--- src/rtl/debug_sequencer.sv ---
// Debug sequencer: command-driven run/step/halt control of a pipeline, plus a
// register-file dump that streams every register MSB-first as four bytes.
//
// Ports:
//   clk, rst           - clock, asynchronous active-high reset
//   cmd_valid/cmd_data - incoming command byte; cmd_ready acknowledges it
//   prog_end           - level from pipeline, end of program reached
//   reg_data           - register-file debug read data (one cycle latency)
//   tx_valid/tx_data   - outgoing dump byte; tx_ready from the byte sink
//   stop_debug         - freezes pipeline registers when 1
//   debug_on           - blocks RF writes and selects the debug read port
//   debug_read_reg     - RF index being read during a dump
//   busy               - 1 in every state except HALT
module debug_sequencer #(
  parameter int unsigned NREGS    = 32,
  parameter logic [7:0]  CMD_RUN  = 8'h63,
  parameter logic [7:0]  CMD_STEP = 8'h73,
  parameter logic [7:0]  CMD_DUMP = 8'h64,
  parameter logic [7:0]  CMD_HALT = 8'h68
) (
  input  logic        clk,
  input  logic        rst,
  input  logic        cmd_valid,
  input  logic [7:0]  cmd_data,
  output logic        cmd_ready,
  input  logic        prog_end,
  input  logic [31:0] reg_data,
  input  logic        tx_ready,
  output logic        tx_valid,
  output logic [7:0]  tx_data,
  output logic        stop_debug,
  output logic        debug_on,
  output logic [4:0]  debug_read_reg,
  output logic        busy
);

  typedef enum logic [2:0] {
    StHalt,
    StRun,
    StStep,
    StDumpSel,
    StDumpLatch,
    StDumpTx
  } state_e;

  localparam logic [4:0] LastIdx = 5'(NREGS - 1);

  state_e      state_q, state_d;
  logic [4:0]  idx_q, idx_d;
  logic [1:0]  cnt_q, cnt_d;
  logic [31:0] shift_q, shift_d;

  always_ff @(posedge clk or posedge rst) begin
    if (rst) begin
      state_q <= StHalt;
      idx_q   <= '0;
      cnt_q   <= '0;
      shift_q <= '0;
    end else begin
      state_q <= state_d;
      idx_q   <= idx_d;
      cnt_q   <= cnt_d;
      shift_q <= shift_d;
    end
  end

  always_comb begin
    state_d        = state_q;
    idx_d          = idx_q;
    cnt_d          = cnt_q;
    shift_d        = shift_q;
    stop_debug     = 1'b1;
    debug_on       = 1'b0;
    cmd_ready      = 1'b0;
    tx_valid       = 1'b0;
    debug_read_reg = '0;

    unique case (state_q)
      StHalt: begin
        cmd_ready = 1'b1;
        if (cmd_valid) begin
          if (cmd_data == CMD_RUN) begin
            state_d = StRun;
          end else if (cmd_data == CMD_STEP) begin
            state_d = StStep;
          end else if (cmd_data == CMD_DUMP) begin
            state_d = StDumpSel;
            idx_d   = '0;
          end
          // any other byte is consumed and ignored
        end
      end
      StRun: begin
        stop_debug = 1'b0;
        cmd_ready  = 1'b1;
        if (prog_end || (cmd_valid && (cmd_data == CMD_HALT))) begin
          state_d = StHalt;
        end
      end
      StStep: begin
        // prog_end deliberately ignored: the step always runs one cycle
        stop_debug = 1'b0;
        state_d    = StHalt;
      end
      StDumpSel: begin
        debug_on       = 1'b1;
        debug_read_reg = idx_q;
        state_d        = StDumpLatch;
      end
      StDumpLatch: begin
        // reg_data reflects idx_q here, one cycle after SEL presented it
        debug_on       = 1'b1;
        debug_read_reg = idx_q;
        shift_d        = reg_data;
        cnt_d          = '0;
        state_d        = StDumpTx;
      end
      StDumpTx: begin
        debug_on       = 1'b1;
        debug_read_reg = idx_q;
        tx_valid       = 1'b1;
        if (tx_ready) begin
          shift_d = {shift_q[23:0], 8'h00};
          if (cnt_q == 2'd3) begin
            cnt_d = '0;
            if (idx_q == LastIdx) begin
              state_d = StHalt;
            end else begin
              idx_d   = idx_q + 5'd1;
              state_d = StDumpSel;
            end
          end else begin
            cnt_d = cnt_q + 2'd1;
          end
        end
      end
      default: state_d = StHalt;
    endcase
  end

  assign tx_data = shift_q[31:24];
  assign busy    = (state_q != StHalt);

endmodule

--- config.mk ---
export PLATFORM = sky130hd
export DESIGN_NAME = debug_sequencer
export DESIGN_NICKNAME = d
export VERILOG_FILES = /design/src/rtl/debug_sequencer.sv
export SDC_FILE = /design/constraint.sdc
export NUM_CORES = 1
export LEC_CHECK = 0
export CAP_MARGIN = 20
export CORE_ASPECT_RATIO = 2
export CORE_UTILIZATION = 35
export DETAILED_ROUTE_END_ITERATION = 8
export DONT_BUFFER_PORTS = 1
export SETUP_SLACK_MARGIN = 0.02
export SYNTH_ARGS = -nofsm -noshare
export SYNTH_HDL_FRONTEND = slang
export SYNTH_SLANG_ARGS = --single-unit
--- constraint.sdc ---
create_clock -name clk -period 5.65 [get_ports clk]
set_input_delay 0.565 -clock clk [delete_from_list [all_inputs] [get_ports clk]]
set_output_delay 0.565 -clock clk [all_outputs]
set_load 0.005 [all_outputs]
==> qor.yml, run 1 <==
pwr:
  p_leak_uw: 0.001149
  power.density_nw_per_um2: 531.8
  peakVddDrop_mv: 0.2922
  total_power_uw: 1262
die:
  rows: 40
  die_y_um: 114.3
  die_w_um: 58.14
  die_area_um2: 6643
  fp.coreArea_um2: 6056
  num_io_pins: 63
  start_util_pct: 36.43
synth:
  synthDistinctLibCells: 41
  synth_area_um2: 2206
  syn_inst: 217
  synth_seq_cells: 42
  postSynthNetCount: 265
  synth_edf_count: 0
  synth_area_per_cell_um2: 10.17
  synthFlopType: "dfrtp_1"
  ys_seq_area_share_pct: 47.65
  synthArstFlopShare_pct: 100.0
  ys.warnings.count: 0
routing:
  first_pass_iters: 4
  wl_per_cell_um: 15.51
  vias: 1489
  drc_errors: 0
  drt-initial-drc-count: 35
  drtAntennaViolNets: 0
  drt_wl_total_um: 4497
  viasPerCell: 5.134
setup_path:
  crit_type: "reg2reg"
  crit_top_cell: "ha_1"
  arrival_ns: 2.73
  critPathRequiredTime_ns: 5.82
  worstPathCellList: "ha_1 > and3_1 > ha_1 > nand2b_4 > or3b_1 > a21boi_4 > nor3_4 > mux2_4"
  timing.critical_path.from_type: "flop"
  crit_path_end_kind: "flop"
  worst_path_max_delay_cell: "dfrtp_1"
  cpPeakStageDelay_ns: 0.42
  critPathMaxFanout: 5
sta:
  hold_viol: 0
  finalSetupTns_ns: 0
  worst_clock_skew_ns: 0.003380
  fin_crit_ns: 2.562
  finalMaxSlewViolations: 0
  finalSetupViolations: 0
  final_min_period_over_clock_period_pct: 45.34
  relSlewSlack_pct: 40.30
  worstMarginPinSlew_ns: 0.8955
  rsz0062_at_grt: "no"
  max_freq_mhz: 390.4
grt:
  grt_max_degree: 58
  grt_overflow: 0
  grt_use_total_pct: 14.13
  grt_pass1_vias: 1499
  grt_antenna_before_repair: 0
  grt_pass1_wl_um: 7024
placement:
  place_congestion: 0.7823
  dp_hpwl_um: 3248
  io_buffers: 0
clock_network:
  cts_resized: 0
  cts_buffer_depth: 2
  root_buffer: "clkbuf_16"
  numCtsBuffers: 5
  hold_buffers: 0
  clk_pin_slew_worst_paths_ns: 0.06
  htree_levels: 2
  cts_tree: "built"
  insertion_delay_ns: 0.28
  clock-sinks: 42
  cts_setup_buffers: 0
worst_hold_path:
  hp-class: "in2async"
run:
  drv_cap: 0
status:
  outcome: "completed"
final_layout:
  final_layout_size_suffix_gt1_share_pct: 9.709
  areaGrowthSynthToFinish_pct: 7.544
  nets: 253
  final_cell_mix: "dfrtp_1, nand2_1, o21ai_0"
  layout_commonest_cell: "dfrtp_1"
  utilization_pct: 39.17
  fillers: 627
  n_antenna_cell: 0
==> power breakdown <==
| group | internal, µW | total (µW) | switching [µW] |
|---|---|---|---|
| sequential | 432 | 538 | 106 |
| clock | 175 | 291 | 117 |
| combinational | 188 | 433 | 245 |
==> synthesized netlist by cell type (all sizes together) (4+ instances only) <==
master  count  area share (%)
dfrtp      42              48
nand2      33             5.6
o21ai      27             6.1
mux2i      26              12
buf        18             5.3
inv         9             1.5
a22o        8             3.2
a21oi       7             1.6
nand3       4            0.91
nor2        4             1.0
nor3        4             1.9
==> flip-flops by register name (all words and copies together) (netlist names) <==
| name | cells |
|---|---|
| cnt_q | 2 |
| idx_q | 5 |
| shift_q | 32 |
| state_q | 3 |
==> cell type report <==
cell class / instances / area [µm²] / share of cell area [%]
repair buffers: 2 / 27.53 / 1.160
clock inverters: 2 / 12.51 / 0.5274
inverters: 9 / 33.78 / 1.424
clock buffers: 6 / 138.9 / 5.854
multi-input cells: 145 / 1003 / 42.30
flip-flops and latches: 42 / 1051 / 44.30
well taps: 84 / 105.1 / 4.430
==> routing by layer <==
layer | track usage (%) | up-vias | share of wire, %
met5 | 0 | - | 0
met2 | 24.14 | 55 | 52
met3 | 4.633 | 9 | 7.7
met1 | 15.68 | 695 | 38
met4 | 6.032 | 0 | 2.3
li1 | - | 730 | -
==> worst max-delay path, delay by kind of cell (launching register included) <==
kind                     cells  cell delay [ns]
flip-flops                   1             0.42
AO/OA/AOI/OAI                1             0.17
adder cells (fa/ha/maj)      2             0.45
AND/OR/NAND/NOR              4             1.08
multiplexers                 1             0.33
==> stage by stage <==
stage               std cells  hold WS [ns]  setup WS [ns]  cell area (µm²)
floorplan                 217        0.4492          3.315             2206
global placement          281        0.4602          2.928             2201
detailed placement        281        0.4693          2.841             2201
CTS                       289        0.3935          2.824             2352
global route              290        0.4126          2.981             2372
finish                    290        0.3348          3.088             2372
==> cells by family (layout without fill, tap and decap cells) <==
logic type	count (synthesis)	count (layout)	share of synthesized area, %
fa+ha+maj	3	3	1.702
compound gates	51	51	14.58
mux	27	27	12.48
xor+xnor	1	1	0.3971
flops	42	42	47.65
simple gates	63	63	15.83
buf+inv	30	19	7.374
==> path summary, 6_finish.rpt <==
kind	start	end	slack, ns	cells past startpoint
min in group clk	tx_ready	cnt_q[1]$_DFFE_PP0P_	0.41	2
worst min-delay path	rst	shift_q[31]$_DFFE_PP0P_	0.33	1
worst max register to register	idx_q[0]$_DFFE_PP0P_	idx_q[0]$_DFFE_PP0P_	3.09	8
worst min register to register	shift_q[13]$_DFFE_PP0P_	shift_q[13]$_DFFE_PP0P_	0.48	2
worst max-delay path	idx_q[0]$_DFFE_PP0P_	idx_q[0]$_DFFE_PP0P_	3.09	8
max in group asynchronous	rst	shift_q[2]$_DFFE_PP0P_	4.73	1
Power figures use the tool's default switching activity.
==> run 2: changes to the inputs <==
clock period = 2.4 ns   (was 5.65 ns; I/O delays follow)
==> qor.yml, run 2 (synthesis gave the netlist of run 1 again) <==
status:
  outcome: "completed"
setup_path:
  worstPathCellList: "ha_2 > and3_4 > ha_2 > nand2b_4 > or3b_1 > a21boi_4 > nor3_4 > mux2_4"
  reg2reg_depth: 8  # unchanged
  r2r-start: "idx_q[1]$_DFFE_PP0P_"
  cpPeakStageDelay_ns: 0.39  # -0.03 ns
  arrival_ns: 2.48  # -0.25 ns
  crit_type: "reg2reg"
  r2r_slack_ns: 0.09  # -3.00 ns
  critPathRequiredTime_ns: 2.57  # -3.25 ns
  crit_path_end_kind: "flop"
  worst_path_max_delay_cell: "dfrtp_1"
  timing.critical_path.from_type: "flop"
  critPathMaxFanout: 3  # -2
  crit_top_cell: "ha_2"
  timing.rr.end: "idx_q[0]$_DFFE_PP0P_"
placement:
  place_congestion: 0.8275  # +5.8%
  dp_hpwl_um: 3410  # +5.0%
  place_inst: 287  # +2.1%
  io_buffers: 0  # unchanged
final_layout:
  regMostFlops: "shift_q"
  fin_cells: 297  # +2.4%
  reg_top3: "shift_q x32, idx_q x5, state_q x3"
  areaGrowthSynthToFinish_pct: 10.61
  final_layout_size_suffix_gt1_share_pct: 14.08  # +4.4 points
  fillers: 615  # -1.9%
  largest_reg_flops: 32  # unchanged
  final_cell_mix: "dfrtp_1, nand2_1, o21ai_0"
  nets: 260  # +2.8%
  layout_commonest_cell: "dfrtp_1"
  n_antenna_cell: 0  # unchanged
sta:
  worstMarginPinSlew_ns: 0.8916  # -0.003864 ns
  finalSetupTns_ns: 0  # unchanged
  final_min_period_over_clock_period_pct: 96.31  # +51 points
  worst_clock_skew_ns: 0.003890  # +0.0005093 ns
  hold_viol: 0  # unchanged
  max_freq_mhz: 432.6  # +11%
  relSlewSlack_pct: 40.47  # +0.17 points
  fin_crit_ns: 2.311  # -0.2503 ns
  rsz0062_at_grt: "no"
  finalMaxSlewViolations: 0  # unchanged
  finalSetupViolations: 0  # unchanged
clock_network:
  cts_buffer_depth: 2  # unchanged
  hold_buffers: 0  # unchanged
  cts_tree: "built"
  htree_levels: 2  # unchanged
  insertion_delay_ns: 0.28  # about the same
  clock-sinks: 42  # unchanged
  root_buffer: "clkbuf_16"
  clk_pin_slew_worst_paths_ns: 0.06  # about the same
  numCtsBuffers: 5  # unchanged
grt:
  grt_antenna_before_repair: 0  # unchanged
  grt_max_degree: 43  # -26%
  grt_pass1_wl_um: 7424  # +5.7%
  grt_use_total_pct: 15.03  # +0.91 points
  grt_pass1_vias: 1560  # +4.1%
  grt_overflow: 0  # unchanged
worst_hold_path:
  hp-class: "in2async"
routing:
  wl_per_cell_um: 15.91  # +2.6%
  drc_errors: 0  # unchanged
  drtAntennaViolNets: 0  # unchanged
  drt-initial-drc-count: 65  # +86%
  viasPerCell: 5.266  # +2.6%
  drt_wl_total_um: 4726  # +5.1%
  first_pass_iters: 4  # unchanged
  vias: 1564  # +5.0%
run:
  drv_cap: 0  # unchanged
die:
  num_io_pins: 63  # unchanged
  rows: 40  # unchanged
  die_w_um: 58.14  # unchanged
  die_area_um2: 6643  # unchanged
  die_y_um: 114.3  # unchanged
  start_util_pct: 36.43  # unchanged
  fp.coreArea_um2: 6056  # unchanged
pwr:
  power.density_nw_per_um2: 1268  # +140%
  p_leak_uw: 0.001182  # +3.0%
  peakVddDrop_mv: 0.6356  # +120%
## run 2: worst max path at each step
stage	from	end	slack (ns)	depth (start not counted)
2_1_floorplan	idx_q[0]$_DFFE_PP0P_	idx_q[0]$_DFFE_PP0P_	0.06	8
3_3_place_gp	idx_q[0]$_DFFE_PP0P_	idx_q[0]$_DFFE_PP0P_	0.09	8
3_5_place_dp	idx_q[0]$_DFFE_PP0P_	idx_q[0]$_DFFE_PP0P_	0.006	8
4_1_cts	idx_q[0]$_DFFE_PP0P_	idx_q[0]$_DFFE_PP0P_	0.06	8
5_1_grt	idx_q[1]$_DFFE_PP0P_	idx_q[0]$_DFFE_PP0P_	0.02	8
6_report	idx_q[1]$_DFFE_PP0P_	idx_q[0]$_DFFE_PP0P_	0.09	8
## run 2: per-stage QoR
step	cell area (µm²)	total power (µW)	hold WS, ns	worst slack (ns)	utilization, %
floorplan	2206	2178	0.3683	0.06477	-
global placement	2246	2301	0.3560	0.08517	37.09
detailed placement	2246	2342	0.3742	0.006363	37.09
CTS	2411	3105	0.06280	0.05970	39.81
global route	2440	3336	0.08154	0.02401	40.29
finish	2440	3094	0.01775	0.08857	40.29
## run 2: timing repair
| action | 4_1_cts | 5_1_grt |
|---|---|---|
| gates cloned | 0 | 0 |
| gates resized for setup | 0 | 4 |
| pin swaps | 1 | 3 |
| endpoints found under the setup margin | 4 | 4 |
| buffers inserted | 0 | 2 |
## run 2: metal layers
metal | vias up | wire length (µm) | global-route usage [%]
li1 | 744 | - | -
met1 | 753 | 1784 | 16.27
met3 | 11 | 343 | 5.085
met2 | 56 | 2448 | 24.98
met5 | - | 0 | 0
met4 | 0 | 150 | 8.571
## run 2: critical path, delay by kind of cell, from the launching register on
family	cells	cell delay, ns
AND/OR/NAND/NOR	4	0.94
flip-flops	1	0.39
AO/OA/AOI/OAI	1	0.16
adder cells (fa/ha/maj)	2	0.37
multiplexers	1	0.33
## run 2: area by class of cell
class | instances | area, µm² | area share [%]
flip-flops and latches | 42 | 1051 | 43.08
clock buffers | 5 | 125.1 | 5.128
clock inverters | 3 | 40.04 | 1.641
repair buffers | 9 | 71.32 | 2.923
well taps | 84 | 105.1 | 4.308
multi-input cells | 145 | 1013 | 41.54
inverters | 9 | 33.78 | 1.385
## run 2: power breakdown
group          internal [µW]  switching (µW)  total, µW
clock network            486             269        755
logic                    476             595       1070
registers               1020             251       1270
total                   1980            1120       3090
==> run 3: changes to the inputs <==
clock period = 1.95 ns   (was 2.4 ns; I/O delays follow)
==> qor.yml, run 3 (synthesis gave the netlist of run 1 again) <==
clock_network:
  clock-sinks: 42  # unchanged
  htree_levels: 2  # unchanged
  root_buffer: "clkbuf_16"
  cts_buffer_depth: 2  # unchanged
  insertion_delay_ns: 0.28  # about the same
  clk_pin_slew_worst_paths_ns: 0.06  # about the same
  numCtsBuffers: 5  # unchanged
  cts_tree: "built"
setup_path:
  crit_path_end_kind: "flop"
  r2r-start: "idx_q[1]$_DFFE_PP0P_"
  critPathRequiredTime_ns: 2.11  # -0.46 ns
  timing.rr.end: "idx_q[0]$_DFFE_PP0P_"
  crit_type: "reg2reg"
  arrival_ns: 2.32  # -0.16 ns
  reg2reg_depth: 8  # unchanged
  critPathMaxFanout: 3  # unchanged
  r2r_slack_ns: -0.21  # -0.30 ns
  timing.critical_path.from_type: "flop"
final_layout:
  largest_reg_flops: 32  # unchanged
  areaGrowthSynthToFinish_pct: 17.92
  fin_cells: 313  # +5.4%
  nets: 277  # +6.5%
  final_cell_mix: "dfrtp_1, nand2_1, o21ai_0"
  utilization_pct: 42.95  # +2.7 points
  reg_top3: "shift_q x32, idx_q x5, state_q x3"
  regMostFlops: "shift_q"
  layout_commonest_cell: "dfrtp_1"
  fillers: 594  # -3.4%
  seqCellArea_um2: 1052  # +0.12%
  n_antenna_cell: 0  # unchanged
  multi_input_area_um2: 1051  # +3.7%
  final_layout_size_suffix_gt1_share_pct: 20.52  # +6.4 points
pwr:
  p_leak_uw: 0.001262  # +6.7%
  peakVddDrop_mv: 0.8450  # +33%
  power.density_nw_per_um2: 1523  # +20%
grt:
  grt_pass1_vias: 1655  # +6.1%
  grt_overflow: 0  # unchanged
  grt_antenna_before_repair: 0  # unchanged
  grt_max_degree: 43  # unchanged
  grt_pass1_wl_um: 7659  # +3.2%
  grt_use_total_pct: 15.38  # +0.34 points
sta:
  finalSetupTns_ns: -0.8500  # -0.8500 ns
  finalMaxSlewViolations: 0  # unchanged
  rsz0062_at_grt: "yes"
  hold-worst-slack_ns: 0.05321  # +0.03546 ns
  max_freq_mhz: 462.9  # +7.0%
  worst_clock_skew_ns: 0.002527  # -0.001362 ns
  worstMarginPinSlew_ns: 0.5485  # -0.3432 ns
  hold_viol: 0  # unchanged
  finalSetupViolations: 5  # +5
  relSlewSlack_pct: 63.44  # +23 points
  fin_crit_ns: 2.160  # -0.1512 ns
  setup_ws_ns: -0.2102  # -0.2988 ns
  final_min_period_over_clock_period_pct: 110.8  # +14 points
die:
  rows: 40  # unchanged
  die_w_um: 58.14  # unchanged
  die_area_um2: 6643  # unchanged
  fp.coreArea_um2: 6056  # unchanged
  num_io_pins: 63  # unchanged
  die_y_um: 114.3  # unchanged
  start_util_pct: 36.43  # unchanged
worst_hold_path:
  hold_depth: 1
  hp-class: "in2reg"
  hold-path-endpoint: "shift_q[2]$_DFFE_PP0P_"
  worst_hold_startpoint: "reg_data[2]"
placement:
  place_inst: 302  # +5.2%
  dp_hpwl_um: 3432  # +0.65%
  io_buffers: 0  # unchanged
  place_congestion: 0.8398  # +1.5%
run:
  drv_cap: 0  # unchanged
routing:
  drt-initial-drc-count: 37  # -43%
  vias: 1590  # +1.7%
  drc_errors: 0  # unchanged
  wl_per_cell_um: 14.86  # -6.6%
  viasPerCell: 5.080  # -3.5%
  drtAntennaViolNets: 0  # unchanged
  first_pass_iters: 4  # unchanged
  drt_wl_total_um: 4652  # -1.6%
status:
  outcome: "complete, but fails checks"
  violations: "negative setup slack"
run 3: changes by cell type in the layout (fill, tap and decap cells not counted), sizes merged:
cell         delta
buf            +16
bufinv          -1
clkbuf          +2
clkinv          -2
dlygate4sd3     +1
run 3: critical path: stages, from the launching register on:
cell and delay (ns):
dfrtp_1 0.38, ha_2 0.19, and3_4 0.15, ha_4 0.15, nand2b_4 0.13, or3b_4 0.38
a21boi_4 0.15, nor3_4 0.19, mux2_4 0.32
run 3: worst max path at each step:
| stage | to | slack (ns) | start | depth (start not counted) |
|---|---|---|---|---|
| final | idx_q[0]$_DFFE_PP0P_ | -0.21 | idx_q[1]$_DFFE_PP0P_ | 8 |
| after global placement | idx_q[0]$_DFFE_PP0P_ | -0.19 | idx_q[1]$_DFFE_PP0P_ | 8 |
| after detailed placement | idx_q[0]$_DFFE_PP0P_ | -0.21 | idx_q[1]$_DFFE_PP0P_ | 8 |
| after CTS | idx_q[0]$_DFFE_PP0P_ | -0.22 | idx_q[1]$_DFFE_PP0P_ | 8 |
| after global routing | idx_q[0]$_DFFE_PP0P_ | -0.27 | idx_q[1]$_DFFE_PP0P_ | 8 |
| after floorplan | idx_q[0]$_DFFE_PP0P_ | -0.21 | idx_q[0]$_DFFE_PP0P_ | 8 |
run 3: metal layers:
metal  share of wire (%)  vias up  global-route usage (%)
li1                    -      780                       -
met1                  39      750                   16.62
met2                  53       54                   27.59
met3                 6.2        6                   3.729
met4                 1.7        0                   6.667
met5                   0        -                       0
run 3: final cells by class:
class                           count  area share, %
Sequential cell                    42          40.45
Inverter                            9          1.299
Tap cell                           84          4.040
Clock buffer                        7          5.099
Timing Repair Buffer               26          8.706
Multi-Input combinational cell    145          40.40
run 3: timing repair:
| item | CTS | global route |
|---|---|---|
| gates resized for setup | 6 | 3 |
| endpoints found under the setup margin | 5 | 7 |
| setup buffers | 3 | 0 |
| hold endpoints to repair | 42 | 0 |
| hold buffers | 1 | 0 |
run 3: power breakdown:
| group | total [µW] | switching, µW | internal [µW] |
|---|---|---|---|
| Clock | 776 | 308 | 468 |
| Combinational | 1650 | 832 | 817 |
| Sequential | 1540 | 283 | 1250 |
run 3: metrics by stage:
stage / total power [µW] / cell area, µm² / setup slack (ns)
floorplan: 2677 / 2211 / -0.2114
global placement: 3080 / 2389 / -0.1889
detailed placement: 3128 / 2389 / -0.2088
CTS: 3985 / 2585 / -0.2208
global route: 4290 / 2601 / -0.2698
finish: 3961 / 2601 / -0.2102
